**config.mk**
```make
export PLATFORM = sky130hd
export DESIGN_NAME = scan_test_ctrl
export DESIGN_NICKNAME = d
export VERILOG_FILES = /design/src/rtl/scan_test_ctrl.sv
export SDC_FILE = /design/constraint.sdc
export NUM_CORES = 1
export LEC_CHECK = 0
export ABC_CLOCK_PERIOD_IN_PS = 2400
export BUFFER_PORTS_ARGS = -buffer_cell sky130_fd_sc_hd__buf_2
export CELL_PAD_IN_SITES_DETAIL_PLACEMENT = 1
export CELL_PAD_IN_SITES_GLOBAL_PLACEMENT = 1
export CORE_MARGIN = 2
export CORE_UTILIZATION = 43
export DETAILED_ROUTE_END_ITERATION = 7
export PLACE_DENSITY = 0.81
export SLEW_MARGIN = 40
export SYNTH_ARGS = -nofsm -noshare
export SYNTH_HDL_FRONTEND = slang
export SYNTH_SLANG_ARGS = --single-unit
```
**constraint.sdc**
```tcl
create_clock -name clk -period 2.4 [get_ports clk]
set_clock_uncertainty 0.05 [all_clocks]
set_input_delay 0.48 -clock clk [delete_from_list [all_inputs] [get_ports clk]]
set_output_delay 0.48 -clock clk [all_outputs]
set_load 0.005 [all_outputs]
```
**src/rtl/scan_test_ctrl.sv**
```systemverilog
// Scan test sequencer: loads a pattern into a scan chain, runs functional capture
// clocks, unloads the chain response and compares it against an expected value.
module scan_test_ctrl #(
  parameter int CHAIN_LEN      = 4,
  parameter int CAPTURE_CYCLES = 1
) (
  input  logic                 clk,
  input  logic                 rst,
  input  logic                 start,
  input  logic [CHAIN_LEN-1:0] pattern_in,
  input  logic [CHAIN_LEN-1:0] expected,
  input  logic                 scan_out_i,
  output logic                 scan_en,
  output logic                 scan_in,
  output logic                 busy,
  output logic                 done,
  output logic                 pass,
  output logic [CHAIN_LEN-1:0] captured
);

  localparam int MAX_LEN = (CHAIN_LEN > CAPTURE_CYCLES) ? CHAIN_LEN : CAPTURE_CYCLES;
  localparam int CNT_W   = $clog2(MAX_LEN) + 1;
  localparam logic [CNT_W-1:0] SHIFT_LAST = CNT_W'(CHAIN_LEN - 1);
  localparam logic [CNT_W-1:0] CAP_LAST   = CNT_W'(CAPTURE_CYCLES - 1);
  localparam logic [CNT_W-1:0] CNT_ONE    = CNT_W'(1);

  typedef enum logic [1:0] {IDLE, LOAD, CAPTURE, UNLOAD} state_t;

  state_t               state_q, state_d;
  logic [CNT_W-1:0]     cnt_q, cnt_d;
  logic [CHAIN_LEN-1:0] pat_q, pat_d;
  logic [CHAIN_LEN-1:0] exp_q, exp_d;
  logic [CHAIN_LEN-1:0] captured_q, captured_d;
  logic                 scan_en_q, scan_en_d;
  logic                 scan_in_q, scan_in_d;
  logic                 busy_q, busy_d;
  logic                 done_q, done_d;
  logic                 pass_q, pass_d;

  always_ff @(posedge clk or negedge rst) begin
    if (!rst) begin
      state_q    <= IDLE;
      cnt_q      <= '0;
      pat_q      <= '0;
      exp_q      <= '0;
      captured_q <= '0;
      scan_en_q  <= 1'b0;
      scan_in_q  <= 1'b0;
      busy_q     <= 1'b0;
      done_q     <= 1'b0;
      pass_q     <= 1'b0;
    end else begin
      state_q    <= state_d;
      cnt_q      <= cnt_d;
      pat_q      <= pat_d;
      exp_q      <= exp_d;
      captured_q <= captured_d;
      scan_en_q  <= scan_en_d;
      scan_in_q  <= scan_in_d;
      busy_q     <= busy_d;
      done_q     <= done_d;
      pass_q     <= pass_d;
    end
  end

  // pat_q is a shift copy of the pattern: its bit N-2 is always the next bit to present.
  always_comb begin
    state_d    = state_q;
    cnt_d      = cnt_q;
    pat_d      = pat_q;
    exp_d      = exp_q;
    captured_d = captured_q;
    scan_en_d  = scan_en_q;
    scan_in_d  = scan_in_q;
    busy_d     = busy_q;
    done_d     = 1'b0;
    pass_d     = pass_q;

    case (state_q)
      IDLE: begin
        if (start) begin
          pat_d      = pattern_in;
          exp_d      = expected;
          pass_d     = 1'b0;
          captured_d = '0;
          busy_d     = 1'b1;
          scan_en_d  = 1'b1;
          scan_in_d  = pattern_in[CHAIN_LEN-1];
          cnt_d      = '0;
          state_d    = LOAD;
        end
      end
      LOAD: begin
        pat_d = pat_q << 1;
        if (cnt_q == SHIFT_LAST) begin
          scan_en_d = 1'b0;
          scan_in_d = 1'b0;
          cnt_d     = '0;
          state_d   = CAPTURE;
        end else begin
          scan_in_d = pat_q[CHAIN_LEN-2];
          cnt_d     = cnt_q + CNT_ONE;
        end
      end
      CAPTURE: begin
        if (cnt_q == CAP_LAST) begin
          scan_en_d = 1'b1;
          scan_in_d = 1'b0;
          cnt_d     = '0;
          state_d   = UNLOAD;
        end else begin
          cnt_d = cnt_q + CNT_ONE;
        end
      end
      UNLOAD: begin
        // Chain MSB leaves first, so it ends up in captured[N-1] after N shifts.
        captured_d = {captured_q[CHAIN_LEN-2:0], scan_out_i};
        if (cnt_q == SHIFT_LAST) begin
          scan_en_d = 1'b0;
          busy_d    = 1'b0;
          done_d    = 1'b1;
          pass_d    = (captured_d == exp_q);
          cnt_d     = '0;
          state_d   = IDLE;
        end else begin
          cnt_d = cnt_q + CNT_ONE;
        end
      end
      default: state_d = IDLE;
    endcase
  end

  assign scan_en  = scan_en_q;
  assign scan_in  = scan_in_q;
  assign busy     = busy_q;
  assign done     = done_q;
  assign pass     = pass_q;
  assign captured = captured_q;

endmodule

```
==> qor.txt <==
status: finished, final reports clean
vias: 831
P&R area growth vs syn: 14.0%
Final Util: 52.5%
Worst Hold Class: in -> async
Unique masters post-synth: 34
chip height: 55.7 um
final wirelength: 2490 um
Clk network pwr share: 10.5%
worst hold slack: 0.0407 ns
Slew Viols, Final: 0
die width: 55.7 um
reg2reg setup slack: 0.44 ns
clk buf depth: 2
DR DRC count: 0
met2 WL: 1310 um
cells after synthesis: 98
area of the die: 0.00310 mm2
post-route ant nets: 0
Seq/Total Area, Yosys: 45.7%
Max IR drop VDD: 0.000646 V
CTS tree: done
met1 wire length: 1080 um
sequential share of power: 36.6%
met3 routed WL: 48 um
Filler Cell Count: 284
CP Buf/Inv Count: 0
layout cells sized above 1: 29.8%
largest net degree at the start of global routing: 22
antenna violations before repair: 0
most common cell after layout, fill and taps aside: dfrtp_1
Comb power frac: 52.8%
internal power: 1.03 mW
Worst path max stage delay: 0.46 ns
First-pass DRT Iterations: 4
synthesized cell area: 0.00115 mm2
Crit path max-delay family: flip-flops
Required @ worst endpoint: 2.57 ns
Switch Pwr: 0.705 mW
Tightest Pin Transition: 0.569 ns
kind of end point of the critical path: flop
Power per Cell Area: 1320 mW/mm2
clock tree root driver cell: clkbuf_4
syn avg cell area: 11.7 um2
final hold viol count: 0
initial cell density of the core: 46.0%
Crit Path Class: reg -> reg
fin crit share: 81.5%
HPWL after DPL: 1950 um
Worst-path clk slew: 0.12 ns
routed len/inst: 16.5 um
worst skew pair latency: 0.32 ns
switching share of power: 40.6%
ANT cells: 0
RSZ-0062 raised after global routing: no
Seq cells post-synth: 21
initial DRC count: 13
first-pass GRT wire length: 4450 um
# setup viols final: 0
Top Ports: 21
global route overflow: 0
Synth Warn #: 0
Setup crit start kind: flop
num rows: 18
Mapped Nets: 120
peak fanout along the critical path: 9
leak pwr: 0.650 nW
worst-path cell chain: ha_1, or2_4, a221oi_4, mux2_4
postcts setup bufs: 0
All-Layer GR Usage: 18.5%
FMAX: 511 MHz
vias in the first global route: 929
# H-tree levels: 1
max_slew headroom: 62.0%
CP max stage cell: dfrtp_1
cts bufs inserted: 3
Via density: 5.50
Nets: 144
cts repair resizes: 0
CP arrival: 2.13 ns
most frequent cells in the layout: 21 x dfrtp_1, 20 x buf_2, 10 x inv_1, 10 x ha_1
RePlAce Congestion: 0.745
hold buffer count at CTS: 0
Core Box Area: 0.00250 mm2
min Tclk post-route: 1.96 ns
MaxCap Viol Count: 0
Max Used Layer: met4
port buffer count: 20
Final TNS setup: 0 ns
total chip power: 1.73 mW
CTS Sinks: 21
-- registers in the layout, indices dropped and copies added (netlist names) --
| register | flops |
|---|---|
| exp_q | 4 |
| done | 1 |
| captured | 4 |
| busy | 1 |
| scan_in | 1 |
| scan_en | 1 |
| pat_q | 3 |
| cnt_q | 3 |
| pass | 1 |
| state_q | 2 |
-- logic make-up after synthesis --
kind of cell / synth area share, %
buffers and inverters: 5.11
XOR/XNOR: 3.05
multiplexers: 7.94
AND/OR/NAND/NOR: 9.90
AO/OA/AOI/OAI: 17.4
flip-flops: 45.7
adder cells (fa/ha/maj): 10.9
-- power groups by stage --
stage | Sequential (mW) | Combinational (mW) | Clock [mW]
after global placement | 0.623 | 0.866 | 0
after detailed placement | 0.642 | 0.928 | 0
after floorplan | 0.613 | 0.695 | 0
final | 0.635 | 0.916 | 0.183
after CTS | 0.635 | 0.931 | 0.194
after global routing | 0.660 | 1.02 | 0.208
-- Yosys cell counts --
library cell | number | area share [%]
a22o_1 | 2 | 1.5
nand2b_1 | 5 | 2.7
nor4_1 | 1 | 0.54
dfrtp_1 | 21 | 46
mux2_2 | 5 | 4.9
buf_2 | 2 | 0.87
a21oi_1 | 3 | 1.3
o2bb2ai_1 | 1 | 0.76
o22ai_1 | 1 | 0.54
a32o_1 | 4 | 3.5
a31oi_1 | 1 | 0.54
nor2_1 | 1 | 0.33
mux2i_1 | 2 | 1.7
nand3_1 | 2 | 0.87
or2_4 | 1 | 0.76
nor3_1 | 2 | 0.87
nand2_1 | 3 | 0.98
mux2_4 | 1 | 1.3
a211oi_1 | 1 | 0.65
o31ai_1 | 1 | 0.65
a221o_1 | 2 | 1.7
and2_1 | 1 | 0.54
o21ai_0 | 1 | 0.43
inv_1 | 10 | 3.3
a221oi_4 | 1 | 2.3
nor3b_1 | 1 | 0.65
a22o_2 | 1 | 0.87
nor2b_1 | 3 | 1.6
ha_1 | 10 | 11
o32a_2 | 1 | 0.98
a41o_1 | 1 | 0.87
buf_6 | 1 | 0.98
a32oi_1 | 1 | 0.76
xor2_1 | 4 | 3.0
-- through the flow --
stage | setup WS [ns] | cells | instance area (um2)
final | 0.444 | 151 | 1310
after global routing | 0.296 | 151 | 1310
after CTS | 0.441 | 151 | 1310
after detailed placement | 0.464 | 147 | 1280
after global placement | 0.542 | 147 | 1280
after floorplan | 0.572 | 98 | 1150
-- final cells by class --
type                            instances  area, um2  area share, %
Tap cell                               30       37.5           2.86
Multi-Input combinational cell         64        566           43.1
Clock buffer                            3       22.5           1.72
Sequential cell                        21        526           40.1
Inverter                               10       37.5           2.86
Timing Repair Buffer                   22        115           8.78
Clock inverter                          1       7.51          0.573
-- path summary, 6_finish.rpt --
| check | start | end | depth (start not counted) |
|---|---|---|---|
| max in group asynchronous | rst | cnt_q[2]$_DFFE_PN0P_ | 1 |
| min in group clk | expected[1] | exp_q[1]$_DFFE_PN0P_ | 2 |
| max reg2reg | state_q[0]$_DFFE_PN0P_ | state_q[1]$_DFFE_PN0P_ | 4 |
| min | rst | exp_q[2]$_DFFE_PN0P_ | 1 |
| max | state_q[0]$_DFFE_PN0P_ | state_q[1]$_DFFE_PN0P_ | 4 |
| min reg2reg | scan_in$_DFFE_PN0P_ | scan_in$_DFFE_PN0P_ | 1 |
-- per-layer routing --
metal,vias to the layer above,global-route usage [%]
met2,11,33.0
met4,0,7.32
met5,-,0
met1,417,22.3
li1,398,-
met3,5,2.79
(Power assumes the default switching activity.)
